## src/rtl/pc_unit_stack.sv

```systemverilog
// rtl/pc_unit_stack.sv - program counter with relative/absolute jumps and a return-address stack
module pc_unit_stack #(
    parameter int              PC_W        = 16,
    parameter logic [PC_W-1:0] RST_VEC     = '0,
    parameter logic [PC_W-1:0] INC         = PC_W'(1),
    parameter int              STACK_DEPTH = 4
) (
    input  logic            clk,
    input  logic            PC_rst,
    input  logic            stall,
    input  logic [2:0]      op,
    input  logic [PC_W-1:0] PC_next,
    output logic [PC_W-1:0] PC,
    output logic            stack_empty,
    output logic            stack_full,
    output logic            stack_err
);

    localparam int CNT_W = $clog2(STACK_DEPTH + 1);
    localparam int PTR_W = (STACK_DEPTH > 1) ? $clog2(STACK_DEPTH) : 1;

    localparam logic [2:0] OP_HOLD = 3'd0;
    localparam logic [2:0] OP_REL  = 3'd2;
    localparam logic [2:0] OP_ABS  = 3'd3;
    localparam logic [2:0] OP_CALL = 3'd4;
    localparam logic [2:0] OP_RET  = 3'd5;

    logic [PC_W-1:0]  pc_q, pc_d;
    logic [CNT_W-1:0] cnt_q, cnt_d;
    logic             empty_q, full_q, err_q;
    logic             err_d, push;
    logic [PTR_W-1:0] wr_idx, rd_idx;
    logic [PC_W-1:0]  stack_mem [STACK_DEPTH];

    // The count doubles as the write pointer; the top entry sits one below it.
    // When full the pointer wraps to zero, which is never written because pushes are refused.
    assign wr_idx = cnt_q[PTR_W-1:0];
    assign rd_idx = wr_idx - PTR_W'(1);

    // Decode the op into next PC, next count, push strobe and error flag; stall keeps everything.
    always_comb begin
        pc_d  = pc_q;
        cnt_d = cnt_q;
        err_d = 1'b0;
        push  = 1'b0;
        if (!stall) begin
            case (op)
                OP_HOLD: pc_d = pc_q;
                OP_REL:  pc_d = pc_q + PC_next;
                OP_ABS:  pc_d = PC_next;
                OP_CALL: begin
                    if (full_q) begin
                        err_d = 1'b1;
                    end else begin
                        push  = 1'b1;
                        pc_d  = PC_next;
                        cnt_d = cnt_q + CNT_W'(1);
                    end
                end
                OP_RET: begin
                    if (empty_q) begin
                        err_d = 1'b1;
                    end else begin
                        pc_d  = stack_mem[rd_idx];
                        cnt_d = cnt_q - CNT_W'(1);
                    end
                end
                default: pc_d = pc_q + INC;
            endcase
        end
    end

    // PC, count and status flags; reset discards everything regardless of the clock.
    always_ff @(posedge clk or posedge PC_rst) begin
        if (PC_rst) begin
            pc_q    <= RST_VEC;
            cnt_q   <= '0;
            empty_q <= 1'b1;
            full_q  <= 1'b0;
            err_q   <= 1'b0;
        end else begin
            pc_q    <= pc_d;
            cnt_q   <= cnt_d;
            empty_q <= (cnt_d == '0);
            full_q  <= (cnt_d == CNT_W'(STACK_DEPTH));
            err_q   <= err_d;
        end
    end

    // Return-address storage; entries are left in place on pop and need no reset.
    always_ff @(posedge clk) begin
        if (push) begin
            stack_mem[wr_idx] <= pc_q + INC;
        end
    end

    assign PC          = pc_q;
    assign stack_empty = empty_q;
    assign stack_full  = full_q;
    assign stack_err   = err_q;

endmodule

```

## config.mk

```make
export PLATFORM = sky130hd
export DESIGN_NAME = pc_unit_stack
export DESIGN_NICKNAME = d
export VERILOG_FILES = /design/src/rtl/pc_unit_stack.sv
export SDC_FILE = /design/constraint.sdc
export NUM_CORES = 1
export LEC_CHECK = 0
export ABC_AREA = 1
export CELL_PAD_IN_SITES_DETAIL_PLACEMENT = 0
export CELL_PAD_IN_SITES_GLOBAL_PLACEMENT = 2
export CORE_AREA = 2 2 126 128
export CTS_CLUSTER_DIAMETER = 40
export CTS_CLUSTER_SIZE = 28
export DETAILED_ROUTE_END_ITERATION = 10
export DIE_AREA = 0 0 128 130
export PLACE_DENSITY = 0.83
export SETUP_SLACK_MARGIN = 0.05
export SLEW_MARGIN = 20
export SYNTH_ARGS = -nofsm -noshare
export SYNTH_HDL_FRONTEND = slang
export SYNTH_SLANG_ARGS = --single-unit
```

## constraint.sdc

```tcl
create_clock -name clk -period 3.05 [get_ports clk]
set_input_delay 0.915 -clock clk [delete_from_list [all_inputs] [get_ports clk]]
set_output_delay 0.915 -clock clk [all_outputs]
set_load 0.05 [all_outputs]
```

# After elaboration in Yosys (flattened, before gate mapping)
# Memory sizes are Yosys's and may differ from the RTL's.
# Index checks and enable logic that the tools add are counted.
# word_totals
ff_bits	22
ramBits	64
input_bits	22
out_inout_bits	19
word_cells	39
n_memories	1
# classes
add_sub_neg	5
n_eq_ne	7
mux	16
n_bitwise	2
n_reduce_logical	3
# mem_list
memory	depth	word_bits	read_ports	rd_clocked_by_memory_dff	write_ports	line_no	source
stack_mem	4	16	1	0	1	33	logic [PC_W-1:0] stack_mem [STACK_DEPTH];
# ops
operator	count
$pmux 16 s5	1
$mux 16	2
$add 16x1->16 const B	1
$add 16x16->16	1
$eq 3x3->1 const B	3
$mux 3	3
$mux 1	8
$eq 3x2->1 const B	2
$logic_not 3->1	2
$pmux 3 s2	1
$ne 2x2->1 const B	2
$reduce_and 4->1	1
$add 3x1->3 const B	1
$sub 3x1->3 const B	1
$not 1->1	2
$pmux 1 s2	1
$sub 2x1->2 const B	1

# Depth between registers and ports, before layout
# logic_depth
word_depth	5
depth_mapped	13
mapped_depth_nobuf	13

# Least setup slack after synthesis
# OpenSTA, ideal clock, no wires.
# synth_timing
path_kind	input to register
startpoint	input port op[0]
endpoint	memory stack_mem[1][0], enable pin
setup_ns	0.389
arrival_time_ns	2.103
t_required_ns	2.661
path_slack_ns	0.559
stages	5
path_buffers	0
cell_sequence	nor2_1 > nand2_2 > nor2_1 > nand2_1 > nor2_1
# synth_between
elab_chain_cells	5
# synth_rtl
item	line_no	source
start: declaration	11	input logic [2:0] op,
$eq 3x3->1	47	case (op)
$mux 1	47	
$mux 1	46	if (!stall) begin
$mux 1	92	if (push) begin
$mux 1 (implied by the code)	93	stack_mem[wr_idx] <= pc_q + INC;
end: declaration	33	
# No other way between the ends.

# Worst setup path in the final report
# layout_timing
startpoint	register pc_q[4], in the netlist PC[4]
endpoint	output port PC[4]
# layout_rtl
item	line_no	source
start: declaration	28	logic [PC_W-1:0] pc_q, pc_d;
start signal: assignment	82	pc_q <= pc_d;
end: declaration	13	output logic [PC_W-1:0] PC,
# No word-level cell between the ends.

==> results_dict.tcl <==
set metrics [dict create \
    outcome "complete, no violations" \
    yosysWarnings 0 \
    cts.clk_slew.worst_paths_ns 0.06 \
    fmax_mhz 377.7 \
    cts.htree.levels 3 \
    fillers 1542 \
    drt-initial-drc-count 338 \
    slew_violations 0 \
    r2r_cells 9 \
    r2r_slack_ns 0.70 \
    initial_core_util_pct 34.16 \
    syn_area_per_cell_um2 7.983 \
    grt_pass1_vias 4090 \
    hp-start "PC[13]" \
    vias 4353 \
    max_slew_margin_pct 62.00 \
    cp_top_family "buffers and inverters" \
    clock_skew_ns 0.006209 \
    drc 0 \
    antenna_found_initial 0 \
    cts_buffers 9 \
    die_width_um 128 \
    clk_latency_ns 0.33 \
    num-nets-final 749 \
    endpoint_kind "output port" \
    grt_remaining_overflow 0 \
    die_height_um 130 \
    ir_drop_mv 0.2849 \
    grt_pass1_wl_um 22290 \
    grt_max_degree 37 \
    r2r_end "PC[2]" \
    fin_tns_setup_ns 0 \
    post-route-period-util_pct 86.82 \
    hold_violations 0 \
    endpoint "PC[4]" \
    dr_wl_met3_um 278 \
    clock_path_buffers 2 \
    cts_hold_buf 0 \
    routed_wl_um 14080 \
    postCtsSetupBuffers 0 \
    slowest_stage "clkdlybuf4s50_1" \
    firstDrtPassIters 5 \
    regArea_um2 2474 \
    drt-met1-wl_um 6757 \
    rsz0062_at_grt "no" \
    crit_chain "clkdlybuf4s50_1" \
    path_depth 1 \
    synth_seq_cells 86 \
    fp.dieArea_um2 16640 \
    top_level_ports 41 \
    max_stage_delay_ns 0.87 \
    worst-path-buf-inv 1 \
    layout_min_cycle_time_ns 2.648 \
    clock-root-buffer "clkbuf_16" \
    crit_type "register to output port" \
    syn_nets 703 \
    post_drt_wl_per_cell_um 15.61 \
    multi_input_area_um2 2350 \
    hpwlAfterDp_um 10570 \
    drive_above_1_share_pct 9.577 \
    path_max_fanout 6 \
    ant_nets 0 \
    portBuffers 40 \
    synth-seq-area-share_pct 46.95 \
    cts_resized 0 \
    startpoint "PC[4]" \
    min_path_type "register to register" \
    dr_wl_met2_um 6900 \
    cts_tree "done" \
    required_ns 2.13 \
    track_usage_pct 17.62 \
    clock_sinks 86 \
    tightest_slew_ns 0.5659 \
    route.top_layer_used "met4" \
    num_rows 46 \
    setup_viol 0 \
    drv_cap 0 \
    synth_cells 660 \
    syn_area_um2 5269 \
    reg2reg_from "cnt_q[1]" \
    vias_per_cell 4.826 \
    coreArea_um2 15420 \
    worstSetupStartpointType "register" \
    ys_types 37 \
    power_uw 5377 \
    worst-endpoint-arrival_ns 1.73 \
    antenna_cells 0 \
    leakagePower_uw 0.002741 \
    routabilityCongestion 0.8540 \
    area_growth_syn_to_layout_pct 19.19 \
    powerDensity_nw_per_um2 856.3 \
]
## cells in the final DEF, fill, tap and decap left out, types with 7 or more instances in the layout
master	instances
a21oi_1	21
buf_4	8
clkbuf_16	9
clkdlybuf4s50_1	40
dfrtp_1	21
edfxtp_1	64
ha_1	20
inv_1	80
inv_2	13
nand2_1	203
nand3_1	56
nand4_1	7
nor2_1	57
o21ai_0	27
o21ai_1	8
o22ai_1	9
xor2_1	9
## per-layer routing
metal	GRT usage, %	vias up
met3	1.640	10
met4	4.848	0
met5	0	-
met2	30.20	50
met1	24.06	2055
li1	-	2238
## cell families after synthesis
kind of cell             count (synthesis)  synth area share, %
AND/OR/NAND/NOR                        356                29.30
flip-flops                              86                46.95
XOR/XNOR                                11                1.829
buffers and inverters                  110                8.454
AO/OA/AOI/OAI                           76                8.335
adder cells (fa/ha/maj)                 21                5.129
## metrics by stage
step	util [%]	area [um2]	cells	hold WS (ns)	setup slack, ns
global route	40.71	6280	902	0.6105	0.2831
detailed placement	38.60	5953	887	0.5765	0.1113
floorplan	-	5269	660	0.5248	0.5588
CTS	40.71	6280	902	0.5902	0.3851
finish	40.71	6280	902	0.5885	0.4021
global placement	38.60	5953	887	0.5722	0.1309
## how the worst min path moves through the flow
stage,cells past startpoint,to
2_1_floorplan,2,cnt_q[1]
3_3_place_gp,2,cnt_q[1]
3_5_place_dp,2,PC[13]
4_1_cts,2,cnt_q[1]
5_1_grt,2,cnt_q[1]
6_report,2,PC[13]
## layout make-up
| class | count | area share, % |
|---|---|---|
| timing repair buffer | 52 | 8.607 |
| inverter | 93 | 5.559 |
| clock buffer | 9 | 3.586 |
| clock inverter | 6 | 1.614 |
| sequential | 86 | 39.39 |
| multi-input combinational | 464 | 37.42 |
| tap | 192 | 3.825 |
## sequential cells by signal, indices dropped and copies added, names as in the netlist
register	count
stack_mem	64
cnt_q	3
stack_empty	1
stack_full	1
stack_err	1
PC	16
## power breakdown
| group | internal, uW | switching, uW |
|---|---|---|
| Sequential | 1480 | 191 |
| Clock | 786 | 413 |
| Combinational | 802 | 1700 |
## synthesized netlist by cell type
cell type / count / share of area [%]
nand4_1: 7 / 0.83
nor2_2: 4 / 0.47
o21ai_1: 8 / 0.76
buf_4: 3 / 0.43
inv_2: 13 / 0.93
and2_1: 1 / 0.12
o22ai_4: 1 / 0.38
o21ai_2: 6 / 1.0
inv_1: 80 / 5.7
a22oi_1: 1 / 0.14
nand3b_1: 4 / 0.57
xor2_1: 9 / 1.5
o21ai_0: 27 / 2.6
o211ai_1: 1 / 0.14
edfxtp_1: 64 / 36
a31oi_1: 1 / 0.12
nand3_2: 3 / 0.57
or2_2: 5 / 0.59
nand2_2: 4 / 0.47
o22ai_1: 9 / 1.1
clkbuf_1: 2 / 0.14
nand3_1: 56 / 5.3
buf_2: 11 / 1.0
nor2_1: 57 / 4.1
buf_6: 1 / 0.21
nor3_2: 1 / 0.19
fa_1: 1 / 0.38
ha_1: 20 / 4.7
xnor2_1: 2 / 0.33
nor2_4: 4 / 0.85
nand2_4: 1 / 0.21
a21oi_1: 21 / 2.0
a21oi_2: 1 / 0.17
nor3_1: 6 / 0.57
dfstp_2: 1 / 0.50
dfrtp_1: 21 / 10
nand2_1: 203 / 14
No activity file was read; power rests on OpenSTA's default activity.
